--- src/rtl/jamma_out_serializer.sv ---
// Serializes a parallel lamp/coin-counter word onto an external SIPO chain:
// MSB-first shift with a DIV-prescaled sclk, followed by a latch strobe.
module jamma_out_serializer #(
  parameter int WIDTH = 16,
  parameter int DIV   = 4
) (
  input  logic             clk,
  input  logic             clrn,
  input  logic [WIDTH-1:0] data,
  input  logic             valid,
  output logic             ready,
  output logic             sclk,
  output logic             sdata,
  output logic             latch,
  output logic             done
);

  localparam int PW = (DIV > 1) ? $clog2(DIV) : 1;
  localparam int BW = $clog2(WIDTH);
  localparam logic [PW-1:0] PRE_LAST = PW'(DIV - 1);
  localparam logic [BW-1:0] BC_INIT  = BW'(WIDTH - 1);

  localparam logic [1:0] IDLE     = 2'd0;
  localparam logic [1:0] SHIFT_LO = 2'd1;
  localparam logic [1:0] SHIFT_HI = 2'd2;
  localparam logic [1:0] LATCH    = 2'd3;

  logic [1:0]       state, nxt_state;
  logic [WIDTH-1:0] sh, nxt_sh;
  logic [BW-1:0]    bc, nxt_bc;
  logic [PW-1:0]    pre, nxt_pre;
  logic             pre_end;

  assign ready   = (state == IDLE);
  assign pre_end = (pre == PRE_LAST);

  always_comb begin
    nxt_state = state;
    nxt_sh    = sh;
    nxt_bc    = bc;
    nxt_pre   = pre;
    case (state)
      IDLE: begin
        if (valid) begin
          nxt_sh    = data;
          nxt_bc    = BC_INIT;
          nxt_pre   = '0;
          nxt_state = SHIFT_LO;
        end
      end
      SHIFT_LO: begin
        if (pre_end) begin
          nxt_pre   = '0;
          nxt_state = SHIFT_HI;
        end else begin
          nxt_pre = pre + 1'b1;
        end
      end
      SHIFT_HI: begin
        if (pre_end) begin
          nxt_pre = '0;
          nxt_sh  = {sh[WIDTH-2:0], 1'b0};
          if (bc == '0) begin
            nxt_state = LATCH;
          end else begin
            nxt_bc    = bc - 1'b1;
            nxt_state = SHIFT_LO;
          end
        end else begin
          nxt_pre = pre + 1'b1;
        end
      end
      default: begin
        if (pre_end) begin
          nxt_pre   = '0;
          nxt_state = IDLE;
        end else begin
          nxt_pre = pre + 1'b1;
        end
      end
    endcase
  end

  // Pin outputs are registered from the next-state view so they line up
  // with the state they describe without any combinational decode at the pins.
  always_ff @(posedge clk or negedge clrn) begin
    if (!clrn) begin
      state <= IDLE;
      sh    <= '0;
      bc    <= '0;
      pre   <= '0;
      sclk  <= 1'b0;
      sdata <= 1'b0;
      latch <= 1'b0;
      done  <= 1'b0;
    end else begin
      state <= nxt_state;
      sh    <= nxt_sh;
      bc    <= nxt_bc;
      pre   <= nxt_pre;
      sclk  <= (nxt_state == SHIFT_HI);
      sdata <= ((nxt_state == SHIFT_LO) || (nxt_state == SHIFT_HI)) ? nxt_sh[WIDTH-1] : 1'b0;
      latch <= (nxt_state == LATCH);
      done  <= (state == LATCH) && (nxt_state == IDLE);
    end
  end

endmodule
--- config.mk ---
export PLATFORM = sky130hd
export DESIGN_NAME = jamma_out_serializer
export DESIGN_NICKNAME = d
export VERILOG_FILES = /design/src/rtl/jamma_out_serializer.sv
export SDC_FILE = /design/constraint.sdc
export NUM_CORES = 1
export LEC_CHECK = 0
export CAP_MARGIN = 20
export CORE_ASPECT_RATIO = 0.75
export CORE_MARGIN = 5
export CORE_UTILIZATION = 25
export CTS_CLUSTER_DIAMETER = 100
export DETAILED_ROUTE_END_ITERATION = 8
export PLACE_DENSITY = 0.45
export SLEW_MARGIN = 20
export SYNTH_ARGS = -nofsm -noshare
export SYNTH_HDL_FRONTEND = slang
export SYNTH_SLANG_ARGS = --single-unit
--- constraint.sdc ---
create_clock -name clk -period 1.8 [get_ports clk]
set_clock_uncertainty 0.2 [all_clocks]
set_input_delay 0.18 -clock clk [delete_from_list [all_inputs] [get_ports clk]]
set_output_delay 0.18 -clock clk [all_outputs]
set_load 0.01 [all_outputs]
==> results.md, run 1 <==
- The flow ran to the end, and the final reports show no timing, DRC or antenna violations.
- For this block, the initial DRC count from the detailed router was 50.
- After global routing the overflow that remains totals 0.
- TritonCTS built the clock tree.
- Wire segments on met2 add up to 1390 um in the final route.
- The tightest min-delay check is of the input pin to asynchronous set/reset pin type.
- The number of hold violations in the final report was 0.
- The leakage power total is 0.000942 uW.
- In the synthesized netlist, the cells that appear most often are sky130_fd_sc_hd__dfrtp_1, sky130_fd_sc_hd__a22o_1, sky130_fd_sc_hd__a21o_1, sky130_fd_sc_hd__ha_1, sky130_fd_sc_hd__inv_1.
- The worst register-to-register path begins at pre[0].
- The number of hold buffers added after CTS is 0.
- Input and output buffers added on the ports amount to 23.
- Summing all flip-flop and latch instances after layout gives 702 um^2.
- In the routed layout, each cell is associated on average with a via count of 4.32.
- For this run, the top clock speed supported by timing is 574 MHz.
- STA classifies the critical path endpoint as a register.
- The shortest period the worst path allows is 1.74 ns.
- The number of sinks on the clock net is 28.
- The die width is 94.7 um.
- The first global-routing pass estimated 5020 um of wire.
- The number of enable flip-flop cells after synthesis is 0.
- The wire-length estimate of the detail-placed layout is 2080 um.
- The worst setup path startpoint is pre[0].
- The detailed router put a total of 1430 um of wire on met1.
- The clock latency on the worst-skew pair is 0.27 ns.
- The maximum count of clock buffers along a single path is 2.
- Counting every net in the synthesized netlist gives 137.
- For this run, the share of the core covered by cells in the final layout is 0.370.
- The share of post-route cells with drive strength above 1 is 0.253.
- Setup violations remaining at the end of the flow were counted as 0.
- The via count of the first global-routing pass was 1046.
- sky130_fd_sc_hd__dfrtp_1 is the most common cell in the netlist.
- Across the run, the number of max-cap violations was 0.
- The number of diodes is 0.
- In this run the cell area of the synthesized design comes to 1340 um^2.
- The count of cells along the worst register-to-register path is 5.
- sky130_fd_sc_hd__dfrtp_1 takes more of the synthesized area than any other cell.
- The maximum level of the CTS H-tree is 1.
- The length of the first detailed-routing pass in iterations is 4.
- The worst setup path is of the register to register kind.
- The routed layout has 972 vias.
- The data required time at the worst endpoint is 1.77 ns.
- For this block, the routed nets add up to 2980 um of wire.
- The total stage count of the critical path is 5.
- The clock edge transition at the registers on the reported setup and hold paths is 0.09 ns.
- Summed over all nets, wire length on met3 after detailed routing comes to 115 um.
- The initial utilization of the core area, before any placement, comes to 0.255.
- The register bit total from synthesis is 28.
- After filler insertion, the fill cell instance count of the layout stands at 513.
- The cell with the largest stage delay on the worst path is sky130_fd_sc_hd__dfrtp_1.
- In this design, the stage delay of the slowest critical-path cell is 0.42 ns.
- Headroom to the max-slew limit came out at 0.754.
- The largest fanout on the critical path is 14.
- In the post-synthesis netlist, the biggest area contributors are sky130_fd_sc_hd__dfrtp_1, sky130_fd_sc_hd__a22o_1, sky130_fd_sc_hd__a21o_1.
- The congestion estimate from routability-driven global placement came to 0.678.
- The count of yosys warnings during synthesis is 0.
- The largest net degree at the start of global routing is 29.
- The combined global-route utilization of all metal layers is 0.0936.
- The synthesized area per cell is 12.1 um^2.
- The worst setup margin is 0.0590 ns.
- The number of slew-limit violations in the final report is 0.
- The cell count after synthesis is 111.
- The floorplan step defined a die boundary enclosing 6960 um^2.
- For this run, the register share of the synthesized area comes to 0.521.
- The combined area of the multi-input logic cells is 659 um^2.
- In this run the register-to-register setup slack is 0.06 ns.
- The die is 73.5 um tall.
- Clock tree synthesis selected as its root buffer the cell sky130_fd_sc_hd__clkbuf_8.
- Setup repair after global routing could not meet its margin everywhere.
- The combined buffer and inverter count along the critical path is 1.
- For this run, asynchronously set or reset flops after synthesis account for 1.00.
- The number of buffers inserted during clock tree synthesis is 3.
- Row generation in the floorplan step produced 23 rows.
- At the pin with the least slew margin, the transition time is 0.369 ns.
- The share of synthesized area in the top cell type comes to 0.521.
- The number of antenna violations at the first check in global routing is 0.
- The final routed wire length divided by cell count is 13.3 um.
- The arrival time of the worst setup path is 1.71 ns.
- STA classifies the critical path startpoint as a register.
- The worst-case vdd ir drop is 0.000386 V.
- The endpoint of the most critical setup path is sh[1].
- Overall power consumption after layout is estimated at 2710 uW.
- The unique cell type count in the Yosys netlist is 34.
- The detailed router used layers up to and including met4.
- The number of nets in the layout is 177.
- In this run the power density over the cells is 1390 nW/um^2.
- The area growth from synthesis to layout is 45.2%.
- The minimum hold slack is 0.0876 ns.
- The placeable core area is 5270 um^2.
- The post-placement worst setup slack is -0.183 ns.
- The critical path goes through ha_1 > and3b_1 > buf_12 > a22o_1 > a21o_1.
- The capture instance of the worst register-to-register path is sh[1].
- The count of nets left with antenna violations once routing finished came out at 0.
- The most used flip-flop cell after synthesis is sky130_fd_sc_hd__dfrtp_1.
- Among cell families on the critical path, the largest total delay comes from flip-flops.
- The final cycle utilization of the critical path is 0.967.
- 24 I/O pins were placed.
- The number of remaining DRC errors is 0.
==> repair_timing <==
action | CTS | global route
cloned | 0 | 0
resized for setup | 11 | 2
setup endpoints to repair | 3 | 3
pin swaps | 3 | 0
buffers inserted | 2 | 4
==> kinds of logic after synthesis <==
family | share of synthesized area
simple gates | 0.116
compound gates | 0.234
fa+ha+maj | 0.0652
flops | 0.521
buf+inv | 0.0484
mux | 0.0149
==> layer usage <==
layer / global-route usage / up-vias
met2: 0.152 / 15
met5: 0 / -
li1: - / 488
met3: 0.0307 / 2
met4: 0.0288 / 0
met1: 0.119 / 467
==> how the worst min path moves through the flow <==
| stage | from | to | depth (start not counted) |
|---|---|---|---|
| detailed placement | sh[9] | sh[9] | 1 |
| CTS | clrn | pre[1] | 2 |
| floorplan | clrn | bc[0] | 0 |
| finish | clrn | sclk | 2 |
| global placement | sh[5] | sh[5] | 1 |
| global route | clrn | sclk | 2 |
==> flip-flops by register name, summed over array words and instances (netlist names) <==
register	count
bc	4
latch	1
pre	2
state	2
sclk	1
sdata	1
sh	16
done	1
==> through the flow <==
| stage | area [um^2] | std cells | setup TNS, ns |
|---|---|---|---|
| floorplan | 1370 | 111 | -0.0319 |
| global placement | 1800 | 216 | -0.894 |
| detailed placement | 1800 | 216 | -0.950 |
| CTS | 1910 | 221 | 0 |
| global route | 1950 | 225 | -0.0252 |
| finish | 1950 | 225 | 0 |
==> cell usage in the layout, fill, tap and decap left out, types with 3 or more instances in the layout <==
cell type and instances:
sky130_fd_sc_hd__nor2_1 4, sky130_fd_sc_hd__ha_1 4, sky130_fd_sc_hd__dfrtp_1 27, sky130_fd_sc_hd__clkbuf_8 4, sky130_fd_sc_hd__a22o_1 15, sky130_fd_sc_hd__buf_12 4, sky130_fd_sc_hd__buf_4 15, sky130_fd_sc_hd__nand2_1 3
sky130_fd_sc_hd__inv_1 3, sky130_fd_sc_hd__clkdlybuf4s50_1 22, sky130_fd_sc_hd__ha_4 3, sky130_fd_sc_hd__a21o_1 14
==> layout make-up <==
class | count | area share
tap | 75 | 0.0481
multi-input combinational | 71 | 0.338
inverter | 5 | 0.00962
sequential | 28 | 0.360
timing repair buffer | 42 | 0.216
clock buffer | 4 | 0.0282
==> report_power, final <==
group | leakage (uW) | switching, uW | internal, uW | total [uW]
Clock | 0.0000288 | 186 | 196 | 381
Combinational | 0.000576 | 545 | 710 | 1260
Sequential | 0.000337 | 181 | 888 | 1070
==> worst register-to-register path: cells and delay by family, from the launching register on <==
family	cells	cell delay, ns
flip-flops	1	0.42
AO/OA/AOI/OAI	2	0.34
adder cells (fa/ha/maj)	1	0.26
AND/OR/NAND/NOR	1	0.25
buffers and inverters	1	0.17
Power figures use the tool's default switching activity.
==> run 2, diff against run 1 <==
Settings changed: CELL_PAD_IN_SITES_DETAIL_PLACEMENT set to 1, CELL_PAD_IN_SITES_GLOBAL_PLACEMENT set to 1, PLACE_DENSITY 0.45 to 0.53.
==> run 2 against run 1 <==
- the run now ends with negative setup slack left
- cell count unchanged
- hold slack worse by 0.0030 ns
- register-to-register slack got worse by 0.12 ns
- global-route usage increased by 1.3 points
- core utilization is 0.74 points lower
- critical path type unchanged
- critical endpoint is now sdata
- highest routed layer unchanged
==> results.md, run 2 (same netlist as run 1, synthesis figures left out) <==
- The final estimated routing congestion in global placement is 0.745 (+9.9%).
- The number of sinks on the clock net came to 28 (unchanged).
- The net switching component of the power is 906 uW (-0.63%).
- The first-pass GRT wire length was 5770 um (+15%).
- The flip-flop count of the largest register, all copies and words added is 16 (unchanged).
- The number of nets still failing antenna checks after routing is 0 (unchanged).
- The combinational power share is 0.465 (about the same).
- The number of buffers inserted during clock tree synthesis is 3 (unchanged).
- The number of remaining DRC errors is 0 (unchanged).
- The shortest period the worst path allows is 1.86 ns (+0.118 ns).
- The kind of cell with the highest combined delay along the critical path is compound AO/OA/AOI/OAI gates.
- The critical path endpoint category is a register.
- The arrival time of the worst setup path is 1.86 ns (+0.15 ns).
- The number of hold buffers added after CTS is 0 (unchanged).
- The total of fill cells in the finished design is 586 (+14%).
- The die width is 94.7 um (unchanged).
- The share of post-route cells with drive strength above 1 is 0.253 (unchanged).
- The relative contribution of sequential cells to total power was 0.405 (+0.010).
- The number of placement rows came to 23 (unchanged).
- The length of the first detailed-routing pass in iterations was 4 (unchanged).
- STA classifies the critical path startpoint as a register.
- The overall die area is 6960 um^2 (unchanged).
- The number of failing setup endpoints in the final timing report was 2 (+2).
- The combined global-route utilization of all metal layers was 0.106 (+0.0127).
- The final instance area was 1910 um^2 (-2.0%).
- The flow ran to the end, but the final reports show violations.
- The largest registers in the layout are sh: 16 flops, bc: 4 flops.
- The clock edge transition at the registers on the reported setup and hold paths is 0.10 ns (about the same).
- The worst relative slew slack is 0.749 (-0.00438).
- The slack of the worst reg-to-reg path is -0.06 ns (-0.12 ns).
- The number of hold violations in the final report was 0 (unchanged).
- The via count of the first global-routing pass is 1120 (+7.1%).
- The number of antenna violations at the first check in global routing is 0 (unchanged).
- Leaving out fill and tap cells, the most frequent cell in the layout is sky130_fd_sc_hd__dfrtp_1.
- The leakage power total is 0.000932 uW (-1.1%).
- The cell area reported after detailed placement is 1790 um^2 (-0.70%).
- The clock latency on the worst-skew pair came to 0.27 ns (about the same).
- The number of I/O port buffers is 23 (unchanged).
- The tree is rooted in a sky130_fd_sc_hd__clkbuf_8.
- The count of cells along the worst register-to-register path is 7 (+2).
- The final HPWL from detailed placement is 2350 um (+13%).
- The total via count after detailed routing was 1016 (+4.5%).
- The library cells used most frequently in the layout, excluding fill and tap cells, are sky130_fd_sc_hd__dfrtp_1, sky130_fd_sc_hd__clkdlybuf4s50_1, sky130_fd_sc_hd__buf_4, sky130_fd_sc_hd__a22o_1, sky130_fd_sc_hd__a21o_1.
- The starting density of the core is 0.255 (unchanged).
- The relative contribution of the clock network to total power is 0.130 (-0.011).
- The tightest min-delay check is of the input pin to asynchronous set/reset pin type.
- The number of DRC markers in iteration 0 is 70 (+40%).
- The critical path goes through inv_2 > ha_4 > nor3b_4 > o311ai_2 > o21ai_1 > ha_1 > a21oi_2.
- The power per unit of standard cell area was 1360 nW/um^2 (-1.6%).
- The worst-case vdd ir drop came to 0.000381 V (-1.2%).
- The maximum level of the CTS H-tree is 1 (unchanged).
- The layout overhead on the synthesized area is 42.3%.
- The worst setup path is of the register to register kind.
- The via count normalized by instance count is 4.52 (+4.5%).
- The maximum clock frequency is 538 MHz (-6.4%).
- The final reports fail on negative setup slack.
- The overall power came to 2610 uW (-3.6%).
- The register bank with the most flops is sh.
- For this design, the slowest cell found on the critical path is sky130_fd_sc_hd__dfrtp_1.
- The die outline height came to 73.5 um (unchanged).
- The overflow left after global routing was 0 (unchanged).
- The maximum count of clock buffers along a single path is 2 (unchanged).
- The worst stage delay on the critical path came to 0.38 ns (-0.04 ns).
- The largest fanout on the critical path is 2 (-12).
- The final cycle utilization of the critical path is 1.03 (+0.0657).
- The worst register-to-register path begins at bc[0].
- The final core area utilization is 0.363 (-0.00736).
- The number of max-cap violations is 0 (unchanged).
- The final routed wire length divided by cell count is 14.5 um (+9.4%).
- The largest net degree at the start of global routing is 29 (unchanged).
- The CTS tree is done.
- The worst setup margin came to -0.0592 ns (-0.118 ns).
- The switching portion of total power was 0.347 (+0.0104).
- The placeable core area came to 5270 um^2 (unchanged).
- The number of diodes is 0 (unchanged).
- The total wire length after detailed routing was 3260 um (+9.4%).
- The transition at the pin with the smallest max-transition slack is 0.376 ns (+0.00658 ns).
- Setup repair after global routing could not meet its margin everywhere.
- The capture instance of the worst register-to-register path is sdata.
- The top-level I/O count was 24 (unchanged).
- The combined buffer and inverter count along the critical path is 1 (unchanged).
- The internal power came to 1700 uW (-5.1%).
- The post-placement worst setup slack is -0.144 ns (+0.0393 ns).
- The number of slew-limit violations in the final report is 0 (unchanged).
- The number of nets in the layout came to 178 (+0.56%).
- The data required time at the worst endpoint is 1.80 ns (+0.03 ns).
-- run 2: how the worst max path moves through the flow --
| stage | startpoint | slack [ns] | endpoint | depth (start not counted) |
|---|---|---|---|---|
| after floorplan | bc[0] | -0.03 | sdata | 7 |
| after global placement | valid | -0.06 | sdata | 5 |
| after detailed placement | valid | -0.14 | sdata | 5 |
| after CTS | bc[0] | -0.05 | sdata | 7 |
| after global routing | bc[0] | -0.17 | sdata | 7 |
| final | bc[0] | -0.06 | sdata | 7 |
-- run 2: cell type report --
cell class              count  area (um^2)  area share
repair buffers             43          417       0.218
clock buffers               3         41.3      0.0216
well taps                  75         93.8      0.0491
multi-input cells          71          638       0.334
inverters                   5         18.8     0.00982
flip-flops and latches     28          703       0.368
-- run 2: worst register-to-register path, delay by kind of cell, from the launching register on --
kind                     cells  cell delay (ns)
flip-flops                   1             0.38
AND/OR/NAND/NOR              1             0.15
AO/OA/AOI/OAI                3             0.54
buffers and inverters        1             0.06
adder cells (fa/ha/maj)      2             0.47
-- run 2: metal layers --
metal  share of wire  track usage  up-vias  wire (um)
li1                -            -      489          -
met2            0.47        0.173       12       1540
met1            0.48        0.141      513       1560
met5               0            0        -          0
met3           0.040       0.0256        2        131
met4           0.010       0.0288        0         34
-- run 2: repair_timing --
action | 4_1_cts | 5_1_grt
resized for setup | 8 | 5
buffers inserted | 3 | 3
setup endpoints to repair | 3 | 17
pin swaps | 3 | 1
-- run 2: per-stage QoR --
stage	std cells	setup TNS, ns	hold WS (ns)
3_5_place_dp	216	-0.769	0.268
6_report	225	-0.0876	0.0846
3_3_place_gp	216	-0.283	0.260
5_1_grt	225	-0.367	0.108
4_1_cts	222	-0.0474	0.0949
2_1_floorplan	111	-0.0319	-0.316
-- run 2: power groups by stage --
stage | sequential, uW | combinational, uW | clock (uW)
final | 1060 | 1210 | 338
after floorplan | 1030 | 662 | 0
after detailed placement | 1100 | 1060 | 0
after global routing | 1090 | 1340 | 385
after global placement | 1090 | 1000 | 0
after CTS | 1060 | 1160 | 356
